File: config.mk
export PLATFORM = sky130hd
export DESIGN_NAME = instr_fetch_decode_flat
export DESIGN_NICKNAME = d
export VERILOG_FILES = /design/src/rtl/instr_fetch_decode_pkg.sv /design/src/rtl/instr_fetch_decode_if.sv /design/src/rtl/instr_fetch_decode_decode.sv /design/src/rtl/instr_fetch_decode.sv /design/src/flat_wrapper.sv
export SDC_FILE = /design/constraint.sdc
export NUM_CORES = 1
export LEC_CHECK = 0
export ABC_AREA = 0
export CAP_MARGIN = 0
export CORE_ASPECT_RATIO = 0.9
export CORE_UTILIZATION = 60
export CTS_BUF_LIST = sky130_fd_sc_hd__clkbuf_4
export DETAILED_ROUTE_END_ITERATION = 8
export DONT_BUFFER_PORTS = 1
export PLACE_DENSITY = 0.75
export SLEW_MARGIN = 0
export SYNTH_ARGS = -nofsm -noshare
export SYNTH_HDL_FRONTEND = slang
export SYNTH_SLANG_ARGS = --single-unit
File: constraint.sdc
create_clock -name i_clk -period 4.25 [get_ports i_clk]
set_clock_uncertainty 0.2 [all_clocks]
set_input_delay 0.425 -clock i_clk [delete_from_list [all_inputs] [get_ports i_clk]]
set_output_delay 0.425 -clock i_clk [all_outputs]
set_load 0.01 [all_outputs]
File: src/rtl/instr_fetch_decode_pkg.sv
// Shared definitions for the move-machine instruction front end.
//   - opcode encodings and instruction field bit positions
//   - FSM state encoding for the fetch sequencer
//   - result-register index range (read-only regs in the register file map)
//   - decoded control bundle passed from the decoder to the fetch FSM
package instr_fetch_decode_pkg;

   localparam logic [1:0] OP_MOVE = 2'b00;
   localparam logic [1:0] OP_LW   = 2'b01;
   localparam logic [1:0] OP_J    = 2'b10;
   localparam logic [1:0] OP_BR   = 2'b11;

   localparam int OP_HI  = 31;
   localparam int OP_LO  = 30;
   localparam int BQ_BIT = 29;
   localparam int SRC_HI = 25;
   localparam int SRC_LO = 21;
   localparam int DST_HI = 20;
   localparam int DST_LO = 16;
   localparam int IMM_HI = 15;
   localparam int IMM_LO = 0;

   // Register file indices 1..9 are computed results and cannot be written by a move.
   localparam logic [4:0] RES_REG_FIRST = 5'd1;
   localparam logic [4:0] RES_REG_LAST  = 5'd9;

   typedef enum logic [1:0] {
      S_IDLE  = 2'd0,
      S_REQ   = 2'd1,
      S_ISSUE = 2'd2,
      S_WAIT  = 2'd3
   } state_t;

   typedef struct packed {
      logic [4:0]  src;
      logic [4:0]  dst;
      logic [15:0] imm;
      logic        lw;
      logic        j;
      logic        br;
      logic        bq_blt;
   } ctrl_t;

   function automatic logic is_result_reg(input logic [4:0] idx);
      return (idx >= RES_REG_FIRST) && (idx <= RES_REG_LAST);
   endfunction

endpackage

File: src/rtl/instr_fetch_decode_if.sv
// Instruction memory read bus.
//   mem_req  : read request, held until acknowledged
//   mem_addr : read address
//   mem_ack  : read data valid this cycle
//   mem_data : 32-bit instruction word
// master = fetch unit, slave = instruction memory.
interface instr_fetch_decode_if #(
   parameter int ADDR_W = 16
);
   logic              mem_req;
   logic [ADDR_W-1:0] mem_addr;
   logic              mem_ack;
   logic [31:0]       mem_data;

   modport master (output mem_req, output mem_addr, input mem_ack, input mem_data);
   modport slave  (input mem_req, input mem_addr, output mem_ack, output mem_data);
endinterface

File: src/rtl/instr_fetch_decode_decode.sv
// instr_decode: pure combinational instruction word -> control fields.
//   i_word    : 32-bit instruction word
//   o_ctrl    : decoded src/dst/imm/lw/j/br/bq_blt bundle (unused fields zero)
//   o_illegal : move targeting a read-only result register
module instr_decode
   import instr_fetch_decode_pkg::*;
(
   input  logic [31:0] i_word,
   output ctrl_t       o_ctrl,
   output logic        o_illegal
);

   logic [1:0] op;
   logic       ignored_unused;

   assign op = i_word[OP_HI:OP_LO];
   // Bits [28:26] carry no meaning in this instruction set.
   assign ignored_unused = ^i_word[28:26];

   always_comb begin
      o_ctrl    = '0;
      o_illegal = 1'b0;
      unique case (op)
         OP_MOVE: begin
            o_ctrl.src = i_word[SRC_HI:SRC_LO];
            o_ctrl.dst = i_word[DST_HI:DST_LO];
            // dst 0 (PC) is a legal move target; only the result regs are flagged.
            o_illegal  = is_result_reg(i_word[DST_HI:DST_LO]);
         end
         OP_LW: begin
            o_ctrl.lw  = 1'b1;
            o_ctrl.imm = i_word[IMM_HI:IMM_LO];
         end
         OP_J: begin
            o_ctrl.j   = 1'b1;
            o_ctrl.imm = i_word[IMM_HI:IMM_LO];
         end
         default: begin
            o_ctrl.br     = 1'b1;
            o_ctrl.bq_blt = i_word[BQ_BIT];
            o_ctrl.imm    = i_word[IMM_HI:IMM_LO];
         end
      endcase
   end

endmodule

File: src/rtl/instr_fetch_decode.sv
// instr_fetch_decode: fetch/decode/issue front end of the move-machine core.
//   i_clk, i_rst_n : clock, asynchronous active-low reset
//   i_pc           : current PC from the register file
//   i_run          : enable fetch; 0 pauses at the next instruction boundary
//   mem            : instruction memory read bus (master side)
//   o_issue        : one-cycle strobe, decoded fields valid (NOP otherwise)
//   o_src/o_dst/o_imm/o_lw/o_j/o_br/o_bq_blt : decoded controls
//   o_illegal, o_halted, o_fault : sticky status flags, cleared only by reset
// Sequence per instruction: IDLE/WAIT -> REQ -> ISSUE -> WAIT.
module instr_fetch_decode
   import instr_fetch_decode_pkg::*;
#(
   parameter int ADDR_W  = 16,
   parameter int TIMEOUT = 15
) (
   input  logic                  i_clk,
   input  logic                  i_rst_n,
   input  logic [ADDR_W-1:0]     i_pc,
   input  logic                  i_run,
   instr_fetch_decode_if.master  mem,
   output logic                  o_issue,
   output logic [4:0]            o_src,
   output logic [4:0]            o_dst,
   output logic [15:0]           o_imm,
   output logic                  o_lw,
   output logic                  o_j,
   output logic                  o_br,
   output logic                  o_bq_blt,
   output logic                  o_illegal,
   output logic                  o_halted,
   output logic                  o_fault
);

   // Last counter value at which a missing ack still leaves the request alive.
   localparam logic [3:0] TO_LAST = 4'(TIMEOUT - 1);

   state_t            state_q;
   logic              req_q;
   logic [ADDR_W-1:0] addr_q;
   logic [3:0]        cnt_q;
   logic              issue_q;
   ctrl_t             ctrl_q;
   logic              illegal_q;
   logic              halted_q;
   logic              fault_q;
   logic              jself_q;

   ctrl_t             ctrl_d;
   logic              illegal_d;

   instr_decode u_decode (
      .i_word    (mem.mem_data),
      .o_ctrl    (ctrl_d),
      .o_illegal (illegal_d)
   );

   always_ff @(posedge i_clk or negedge i_rst_n) begin
      if (!i_rst_n) begin
         state_q   <= S_IDLE;
         req_q     <= 1'b0;
         addr_q    <= '0;
         cnt_q     <= '0;
         issue_q   <= 1'b0;
         ctrl_q    <= '0;
         illegal_q <= 1'b0;
         halted_q  <= 1'b0;
         fault_q   <= 1'b0;
         jself_q   <= 1'b0;
      end else begin
         unique case (state_q)
            S_IDLE: begin
               if (i_run && !halted_q && !fault_q) begin
                  addr_q  <= i_pc;
                  req_q   <= 1'b1;
                  cnt_q   <= '0;
                  state_q <= S_REQ;
               end
            end
            S_REQ: begin
               // Ack is checked first so an ack on the last allowed cycle beats the timeout.
               if (mem.mem_ack) begin
                  req_q   <= 1'b0;
                  cnt_q   <= '0;
                  issue_q <= 1'b1;
                  ctrl_q  <= ctrl_d;
                  if (illegal_d) begin
                     illegal_q <= 1'b1;
                  end
                  jself_q <= ctrl_d.j && (addr_q == ADDR_W'(ctrl_d.imm));
                  state_q <= S_ISSUE;
               end else if (cnt_q == TO_LAST) begin
                  req_q   <= 1'b0;
                  cnt_q   <= '0;
                  fault_q <= 1'b1;
                  state_q <= S_IDLE;
               end else begin
                  cnt_q <= cnt_q + 4'd1;
               end
            end
            S_ISSUE: begin
               // Outputs fall back to a NOP the cycle after the strobe.
               issue_q <= 1'b0;
               ctrl_q  <= '0;
               if (jself_q) begin
                  halted_q <= 1'b1;
               end
               jself_q <= 1'b0;
               state_q <= S_WAIT;
            end
            default: begin
               // Bubble cycle: the register file has now advanced i_pc.
               if (i_run && !halted_q) begin
                  addr_q  <= i_pc;
                  req_q   <= 1'b1;
                  cnt_q   <= '0;
                  state_q <= S_REQ;
               end else begin
                  state_q <= S_IDLE;
               end
            end
         endcase
      end
   end

   assign mem.mem_req  = req_q;
   assign mem.mem_addr = addr_q;
   assign o_issue      = issue_q;
   assign o_src        = ctrl_q.src;
   assign o_dst        = ctrl_q.dst;
   assign o_imm        = ctrl_q.imm;
   assign o_lw         = ctrl_q.lw;
   assign o_j          = ctrl_q.j;
   assign o_br         = ctrl_q.br;
   assign o_bq_blt     = ctrl_q.bq_blt;
   assign o_illegal    = illegal_q;
   assign o_halted     = halted_q;
   assign o_fault      = fault_q;

endmodule

File: src/flat_wrapper.sv
// flat-port wrapper written by rule: the top's interface ports become plain ports
module instr_fetch_decode_flat import instr_fetch_decode_pkg::*;
#(
   parameter int ADDR_W  = 16,
   parameter int TIMEOUT = 15
)
  (i_clk, i_rst_n, i_pc, i_run, o_issue, o_src, o_dst, o_imm, o_lw, o_j, o_br, o_bq_blt, o_illegal, o_halted, o_fault, mem_mem_req, mem_mem_addr, mem_mem_ack, mem_mem_data);
  instr_fetch_decode_if #(.ADDR_W(ADDR_W)) mem_i ();
  input  logic i_clk;
  input  logic i_rst_n;
  input  logic [ADDR_W-1:0] i_pc;
  input  logic i_run;
  output logic o_issue;
  output logic [4:0] o_src;
  output logic [4:0] o_dst;
  output logic [15:0] o_imm;
  output logic o_lw;
  output logic o_j;
  output logic o_br;
  output logic o_bq_blt;
  output logic o_illegal;
  output logic o_halted;
  output logic o_fault;
  output wire logic [$bits(mem_i.mem_req)-1:0] mem_mem_req;
  output wire logic [$bits(mem_i.mem_addr)-1:0] mem_mem_addr;
  input wire logic [$bits(mem_i.mem_ack)-1:0] mem_mem_ack;
  input wire logic [$bits(mem_i.mem_data)-1:0] mem_mem_data;
  assign mem_mem_req = mem_i.mem_req;
  assign mem_mem_addr = mem_i.mem_addr;
  assign mem_i.mem_ack = mem_mem_ack;
  assign mem_i.mem_data = mem_mem_data;
  instr_fetch_decode #(.ADDR_W(ADDR_W), .TIMEOUT(TIMEOUT)) u_core (.i_clk(i_clk), .i_rst_n(i_rst_n), .i_pc(i_pc), .i_run(i_run), .mem(mem_i), .o_issue(o_issue), .o_src(o_src), .o_dst(o_dst), .o_imm(o_imm), .o_lw(o_lw), .o_j(o_j), .o_br(o_br), .o_bq_blt(o_bq_blt), .o_illegal(o_illegal), .o_halted(o_halted), .o_fault(o_fault));
endmodule
==> run summary, run 1 <==
antenna violations before repair = 0
post-DP HPWL = 4120 um
CP Max Fanout = 32
synth unique cells = 44
Critical R2R Capture = u_core.o_lw
final core occ = 0.803
first-pass GRT wire length = 10,400 um
Multi-input gate area = 1160 sq um
relative slew slack = 0.301
layout cell share with drive strength beyond 1 = 0.117
predominant post-synthesis flop cell = dfrtp_1
DR vias = 2,156
All-Layer GR Usage = 0.299
post-route cell area = 3340 sq um
Pwr Density = 631 nW/um^2
area grow syn2layout = 25.3%
final hold vios = 0
RSZ-0062 raised after global routing = no
end point of the critical path = u_core.o_lw
I/O Buffers = 0
Crit Path Class = flip-flop to flip-flop
Seq/Total Area, Yosys = 0.545
FF-to-FF setup slack = 1.45 ns
nets = 337
Least-Margin Pin Slew = 1.04 ns
Fillers = 235
Post-CTS Setup Inserts = 0
final WL = 6720 um
GRT overflow = 0
CTS root buf = clkbuf_4
Initial DRC Count = 140
Reg2Reg Depth = 6
Synthesis Warnings = 0
worst hold path type = input pin to flip-flop
most frequent cells after synthesis = 58 x dfrtp_1, 26 x a22o_1, 16 x nand2_1
Vias/cell = 6.29
post-route ant nets = 0
Die Ht = 65.2 um
H-tree depth = 3
CTS Buf Count = 9
maxcap violations = 0
Pre-antenna DRT Iters = 5
I/O pins = 103
CTS Buffer Depth = 2
Worst setup SP type = flip-flop
Sink Count = 58
GPL Wtd Cong = 0.779
die width = 72.2 um
status = finished clean
CTS tree = built
leakage = 1.46 nW
#FFs+latches synth = 58
area of the die = 4710 sq um
Synth Net Count = 284
Initial Utilization = 0.640
Setup-failing EPs final = 0
drt wl/cell = 19.6 um
DRC Markers = 0
ys async rst share = 1.00
vias in the first global route = 2,228
register area = 1450 sq um
CP required = 4.37 ns
FMAX = 358 MHz
Post-Route Setup TNS = 0 ns
top cell type's share of synthesized area = 0.545
diode count = 0
Pins Over Slew Limit = 0
EDFF count, synth = 0
clk slew on worst S/H paths = 0.09 ns
Critical Path End Type = flip-flop
Tot Pwr = 2.10 mW
top-count cell post-synth = dfrtp_1
fin crit period = 2.80 ns
crit path from = u_core.state_q[1]
area post-placement = 2710 sq um
Tcrit/Tclk final = 0.658
Mapped Cells = 226
largest net degree at the start of global routing = 59
area leader, netlist = dfrtp_1
worst r2r src = u_core.state_q[1]
Syn Area/Cell = 11.8 sq um
top post-synthesis cells by area = dfrtp_1 55%, a22o_1 8.6%, mux2_2 5.9%
Peak VDD IR = 0.000362 V
core area = 4160 sq um
clock latency on the worst-skew pair = 0.38 ns
std cell rows = 22
synthesized cell area = 2660 sq um
Data arrival, critical path = 2.92 ns
==> worst min-delay path by stage <==
stage	depth (start not counted)	startpoint	end	slack, ns
after floorplan	0	i_rst_n	u_core.cnt_q[0]	-0.07
after global placement	0	i_rst_n	u_core.o_src[4]	-0.07
after detailed placement	0	i_rst_n	u_core.o_src[2]	-0.07
after CTS	1	mem_mem_data[30]	u_core.o_br	0.002
after global routing	3	mem_mem_data[30]	u_core.o_j	0.06
final	2	mem_mem_ack	u_core.o_fault	0.07
==> report_power, final <==
| group | internal [mW] | leakage (nW) | switching [mW] | total [mW] |
|---|---|---|---|---|
| combinational | 0.344 | 0.640 | 0.342 | 0.686 |
| sequential | 0.753 | 0.755 | 0.305 | 1.06 |
| clock | 0.177 | 0.0688 | 0.184 | 0.361 |
| total | 1.27 | 1.46 | 0.831 | 2.10 |
==> stage by stage <==
step | hold slack [ns] | cells | setup WS, ns
2_1_floorplan | -0.0706 | 226 | 2.30
3_3_place_gp | -0.0693 | 279 | 2.02
3_5_place_dp | -0.0695 | 279 | 1.91
4_1_cts | 0.00169 | 342 | 1.47
5_1_grt | 0.0578 | 343 | 1.32
6_report | 0.0739 | 343 | 1.45
==> area by class of cell <==
type | count | share of cell area
clock buffers | 10 | 0.0225
clock inverters | 5 | 0.0139
inverters | 6 | 0.00675
multi-input cells | 155 | 0.347
flip-flops and latches | 58 | 0.435
well taps | 60 | 0.0225
repair buffers | 49 | 0.152
==> cells by family after synthesis <==
| family | Yosys count | synth area share |
|---|---|---|
| XOR/XNOR | 7 | 0.0230 |
| AND/OR/NAND/NOR | 59 | 0.120 |
| AO/OA/AOI/OAI | 68 | 0.196 |
| buffers and inverters | 13 | 0.0244 |
| adder cells (fa/ha/maj) | 6 | 0.0282 |
| multiplexers | 15 | 0.0630 |
| flip-flops | 58 | 0.545 |
==> critical path: stages (launching register included) <==
cell and delay (ns):
dfrtp_1 0.42, inv_1 0.13, ha_1 0.32, mux2i_4 0.89, nand2_1 0.12, o31ai_1 0.09, dlygate4sd3_1 0.57
==> per-layer routing <==
layer,GRT usage,vias to the layer above,wire (um)
li1,-,962,-
met1,0.347,1079,2690
met2,0.522,103,3490
met3,0.0982,12,449
met4,0.0980,0,92
met5,0,-,0
==> registers in the layout (all words and copies together) (netlist names) <==
register	count
u_core.cnt_q	4
u_core.jself_q	1
u_core.mem.mem_addr	16
u_core.mem.mem_req	1
u_core.o_bq_blt	1
u_core.o_br	1
u_core.o_dst	5
u_core.o_fault	1
u_core.o_halted	1
u_core.o_illegal	1
u_core.o_imm	16
u_core.o_issue	1
u_core.o_j	1
u_core.o_lw	1
u_core.o_src	5
u_core.state_q	2
==> layout by cell type (no fill, tap or decap), types with 2 or more instances in the layout <==
| cell | count |
|---|---|
| a21o_1 | 3 |
| a21oi_1 | 2 |
| a22o_1 | 26 |
| a31oi_1 | 6 |
| clkbuf_4 | 10 |
| clkinv_1 | 3 |
| dfrtp_1 | 58 |
| dlygate4sd3_1 | 48 |
| ha_1 | 6 |
| inv_1 | 6 |
| mux2_2 | 14 |
| nand2_1 | 16 |
| nand2b_1 | 5 |
| nand3_1 | 3 |
| nand4_1 | 3 |
| nor2_1 | 14 |
| nor2_2 | 2 |
| nor4bb_1 | 6 |
| o21ai_0 | 11 |
| o2bb2ai_1 | 2 |
| o31ai_1 | 3 |
| o32ai_1 | 6 |
| xnor2_1 | 7 |
==> what timing repair did <==
action / 4_1_cts / 5_1_grt
hold endpoints to repair: 104 / 1
hold buffers: 48 / 1
endpoints found under the setup margin: 0 / 0
resized for setup: 0 / 0
Power figures use the tool's default switching activity.
==> run 2: changes to the inputs <==
- CORE_UTILIZATION: 60 -> 59
- PLACE_DENSITY: 0.75 -> 0.77
- clock period: 4.25 -> 2.35 ns (I/O delays scaled with it)
==> run summary, run 2 (synthesis gave the netlist of run 1 again) <==
status = finished clean
CTS root buf = clkbuf_4
RSZ-0062 raised after global routing = no
relative slew slack = 0.693
final hold vios = 0
Hold Path Stages = 5
Post-Place Setup Slack = 0.210 ns
Pins Over Slew Limit = 0
Least-Margin Pin Slew = 0.460 ns
drt wl/cell = 20.6 um
vias in the first global route = 2,372
layout cell share with drive strength beyond 1 = 0.152
first-pass GRT wire length = 11,400 um
die width = 72.8 um
Tot Pwr = 4.18 mW
Vias/cell = 6.38
std cell rows = 22
Critical Path End Type = flip-flop
CTS tree = built
Data arrival, critical path = 2.41 ns
Final Worst Setup Slack = 0.0837 ns
All-Layer GR Usage = 0.330
Post-Route Setup TNS = 0 ns
CTS Buf Count = 9
clock latency on the worst-skew pair = 0.40 ns
Pwr Density = 1210 nW/um^2
Crit Path Class = flip-flop to flip-flop
Pre-antenna DRT Iters = 4
CP required = 2.49 ns
Initial Utilization = 0.632
clk slew on worst S/H paths = 0.10 ns
Initial DRC Count = 143
Fillers = 239
DR vias = 2,227
Hold Crit Start = mem_mem_data[4]
leakage = 1.52 nW
Post-CTS Setup Inserts = 0
Hold Path End = u_core.jself_q
diode count = 0
most frequent cells in the layout = 58 x dfrtp_1, 48 x dlygate4sd3_1, 26 x a22o_1
area of the die = 4780 sq um
Die Ht = 65.7 um
largest net degree at the start of global routing = 59
DRC Markers = 0
I/O Buffers = 0
FMAX = 441 MHz
FF-to-FF setup slack = 0.08 ns
post-route ant nets = 0
maxcap violations = 0
antenna violations before repair = 0
core area = 4210 sq um
I/O pins = 103
H-tree depth = 3
Worst setup SP type = flip-flop
Peak VDD IR = 0.000795 V
nets = 342
commonest non-fill, non-tap cell in the layout = dfrtp_1
placed cell count = 284
GPL Wtd Cong = 0.813
Critical R2R Capture = u_core.o_lw
CP Max Fanout = 4
Tcrit/Tclk final = 0.964
fin cells = 349
post-DP HPWL = 4280 um
worst hold path type = input pin to flip-flop
register area = 1450 sq um
fin crit period = 2.27 ns
Multi-input gate area = 1170 sq um
Setup-failing EPs final = 0
Sink Count = 58
final WL = 7190 um
worst r2r src = u_core.state_q[1]
area grow syn2layout = 29.5%
GRT overflow = 0
CTS Buffer Depth = 2
Reg2Reg Depth = 6
==> run 2: cell types whose count changed in the layout (fill, tap and decap cells not counted), sizes merged <==
cell    delta
bufinv     +2
buf        +5
clkinv     -1
==> run 2: per-layer routing <==
metal	share of wire	GRT usage	wire length, um
met5	0	0	0
met4	0.019	0.132	140
met2	0.51	0.555	3640
met3	0.081	0.120	584
met1	0.39	0.382	2820
==> run 2: how the worst max path moves through the flow <==
stage / from / endpoint / slack, ns / depth (start not counted)
floorplan: u_core.state_q[0] / u_core.mem.mem_addr[0] / 0.40 / 6
global placement: u_core.state_q[0] / u_core.jself_q / 0.28 / 7
detailed placement: u_core.state_q[1] / u_core.o_src[3] / 0.21 / 6
CTS: u_core.state_q[1] / u_core.o_lw / 0.04 / 6
global route: u_core.state_q[1] / u_core.o_lw / 0.009 / 6
finish: u_core.state_q[1] / u_core.o_lw / 0.08 / 6
==> run 2: critical path, cell delays in order (launching register included) <==
cell,delay (ns)
dfrtp_1,0.43
inv_1,0.15
ha_4,0.19
nand2_1,0.08
or2_2,0.35
o31ai_1,0.22
dlygate4sd3_1,0.59
==> run 2: power breakdown <==
part,switching (mW),internal [mW]
sequential,0.553,1.36
combinational,0.669,0.684
clock,0.368,0.546
==> run 2: per-stage QoR <==
step / cell area (sq um) / util / hold slack (ns)
floorplan: 2660 / - / -0.261
global placement: 2740 / 0.652 / -0.259
detailed placement: 2740 / 0.652 / -0.259
CTS: 3430 / 0.815 / 0.00771
global route: 3450 / 0.818 / 0.0157
finish: 3450 / 0.818 / 0.0289
==> run 2: what timing repair did <==
item,CTS,global route
gates resized for setup,0,3
endpoints found under the hold margin,110,0
hold buffers,49,0
setup endpoints to repair,0,1
==> run 2: layout make-up <==
| type | instances | share of cell area |
|---|---|---|
| flip-flops and latches | 58 | 0.421 |
| multi-input cells | 155 | 0.340 |
| repair buffers | 54 | 0.158 |
| clock inverters | 6 | 0.0305 |
| clock buffers | 10 | 0.0218 |
| well taps | 60 | 0.0218 |
| inverters | 6 | 0.00653 |
==> run 3: changes to the inputs <==
- SETUP_SLACK_MARGIN: unset -> 0.15
==> run summary, run 3 (synthesis gave the netlist of run 1 again) <==
std cell rows = 22
Hold Path End = u_core.jself_q
met1 WL = 2750 um
met2 WL = 3680 um
clock latency on the worst-skew pair = 0.40 ns
Setup-failing EPs final = 0
largest net degree at the start of global routing = 59
DRC Markers = 0
register area = 1450 sq um
final WL = 7210 um
placed cell count = 284
most frequent cells in the layout = 58 x dfrtp_1, 47 x dlygate4sd3_1, 26 x a22o_1
All-Layer GR Usage = 0.330
Critical Path End Type = flip-flop
GPL Wtd Cong = 0.813
worst hold path type = input pin to flip-flop
Pins Over Slew Limit = 0
I/O Buffers = 0
antenna violations before repair = 0
commonest non-fill, non-tap cell in the layout = dfrtp_1
Data arrival, critical path = 2.17 ns
CTS root buf = clkbuf_4
vias in the first global route = 2,367
post-route cell area = 3470 sq um
CTS tree = built
post-route ant nets = 0
fin cells = 350
CTS Buf Count = 9
Least-Margin Pin Slew = 0.378 ns
Initial DRC Count = 128
Post-Place Setup Slack = 0.210 ns
die width = 72.8 um
status = finished clean
Pwr Density = 1210 nW/um^2
maxcap violations = 0
Tcrit/Tclk final = 0.885
CP Max Fanout = 7
WL met3 = 634 um
Final Worst Setup Slack = 0.269 ns
Worst setup SP type = flip-flop
Vias/cell = 6.45
clk slew on worst S/H paths = 0.10 ns
final hold vios = 0
Hold Path Stages = 5
area of the die = 4780 sq um
Reg2Reg Depth = 6
Max Used Layer = met4
Pre-antenna DRT Iters = 5
DR vias = 2,256
CTS Buffer Depth = 2
drt wl/cell = 20.6 um
layout cell share with drive strength beyond 1 = 0.166
Peak VDD IR = 0.000799 V
core area = 4210 sq um
final core occ = 0.823
Post-Route Setup TNS = 0 ns
Fillers = 236
I/O pins = 103
Initial Utilization = 0.632
diode count = 0
Sink Count = 58
first-pass GRT wire length = 11,400 um
post-DP HPWL = 4280 um
worst r2r src = u_core.state_q[0]
Hold Crit Start = mem_mem_data[4]
nets = 343
fin crit period = 2.08 ns
FMAX = 481 MHz
leakage = 1.53 nW
Crit Path Class = flip-flop to flip-flop
Tot Pwr = 4.19 mW
Min Hold Slack = 0.0218 ns
area grow syn2layout = 30.3%
Critical R2R Capture = u_core.o_bq_blt
GRT overflow = 0
FF-to-FF setup slack = 0.27 ns
relative slew slack = 0.743
Multi-input gate area = 1170 sq um
CP required = 2.44 ns
RSZ-0062 raised after global routing = no
H-tree depth = 3
area post-placement = 2740 sq um
Die Ht = 65.7 um
-- run 3: cell types whose count changed in the layout (fill, tap and decap cells not counted), sizes merged --
cell	before	now
buf	6	8
dlygate4sd3	48	47
-- run 3: worst max path at each step --
stage                       from                endpoint  slack (ns)  cells past startpoint
6_report       u_core.state_q[0]         u_core.o_bq_blt        0.27                      6
5_1_grt        u_core.state_q[1]       u_core.state_q[0]        0.15                      8
4_1_cts        u_core.state_q[1]         u_core.o_src[3]        0.18                      6
3_5_place_dp   u_core.state_q[1]         u_core.o_src[3]        0.21                      6
3_3_place_gp   u_core.state_q[0]          u_core.jself_q        0.28                      7
2_1_floorplan  u_core.state_q[0]  u_core.mem.mem_addr[0]        0.40                      6
-- run 3: layer usage --
layer / up-vias / GRT usage
li1: 977 / -
met1: 1107 / 0.383
met3: 25 / 0.120
met4: 0 / 0.132
met2: 147 / 0.556
met5: - / 0
-- run 3: cell type report --
class | count | area share
clock inverters | 6 | 0.0303
multi-input cells | 155 | 0.339
well taps | 60 | 0.0217
repair buffers | 55 | 0.162
inverters | 6 | 0.00650
flip-flops and latches | 58 | 0.419
clock buffers | 10 | 0.0217
-- run 3: power breakdown --
part / internal [mW] / leakage (nW) / switching [mW]
Combinational: 0.686 / 0.674 / 0.674
Clock: 0.546 / 0.100 / 0.370
Sequential: 1.36 / 0.755 / 0.549
Total: 2.59 / 1.53 / 1.59
-- run 3: critical path, stage by stage (launching register included) --
cell and delay (ns):
dfrtp_1 0.41, inv_1 0.12, ha_2 0.28, and3b_2 0.26, nand4_1 0.09, dlygate4sd3_1 0.55, nand2_1 0.05
-- run 3: what timing repair did --
action	in CTS	in global routing
hold buffers	48	0
resized for setup	0	5
hold endpoints to repair	110	0
buffers inserted	0	2
setup endpoints to repair	0	29
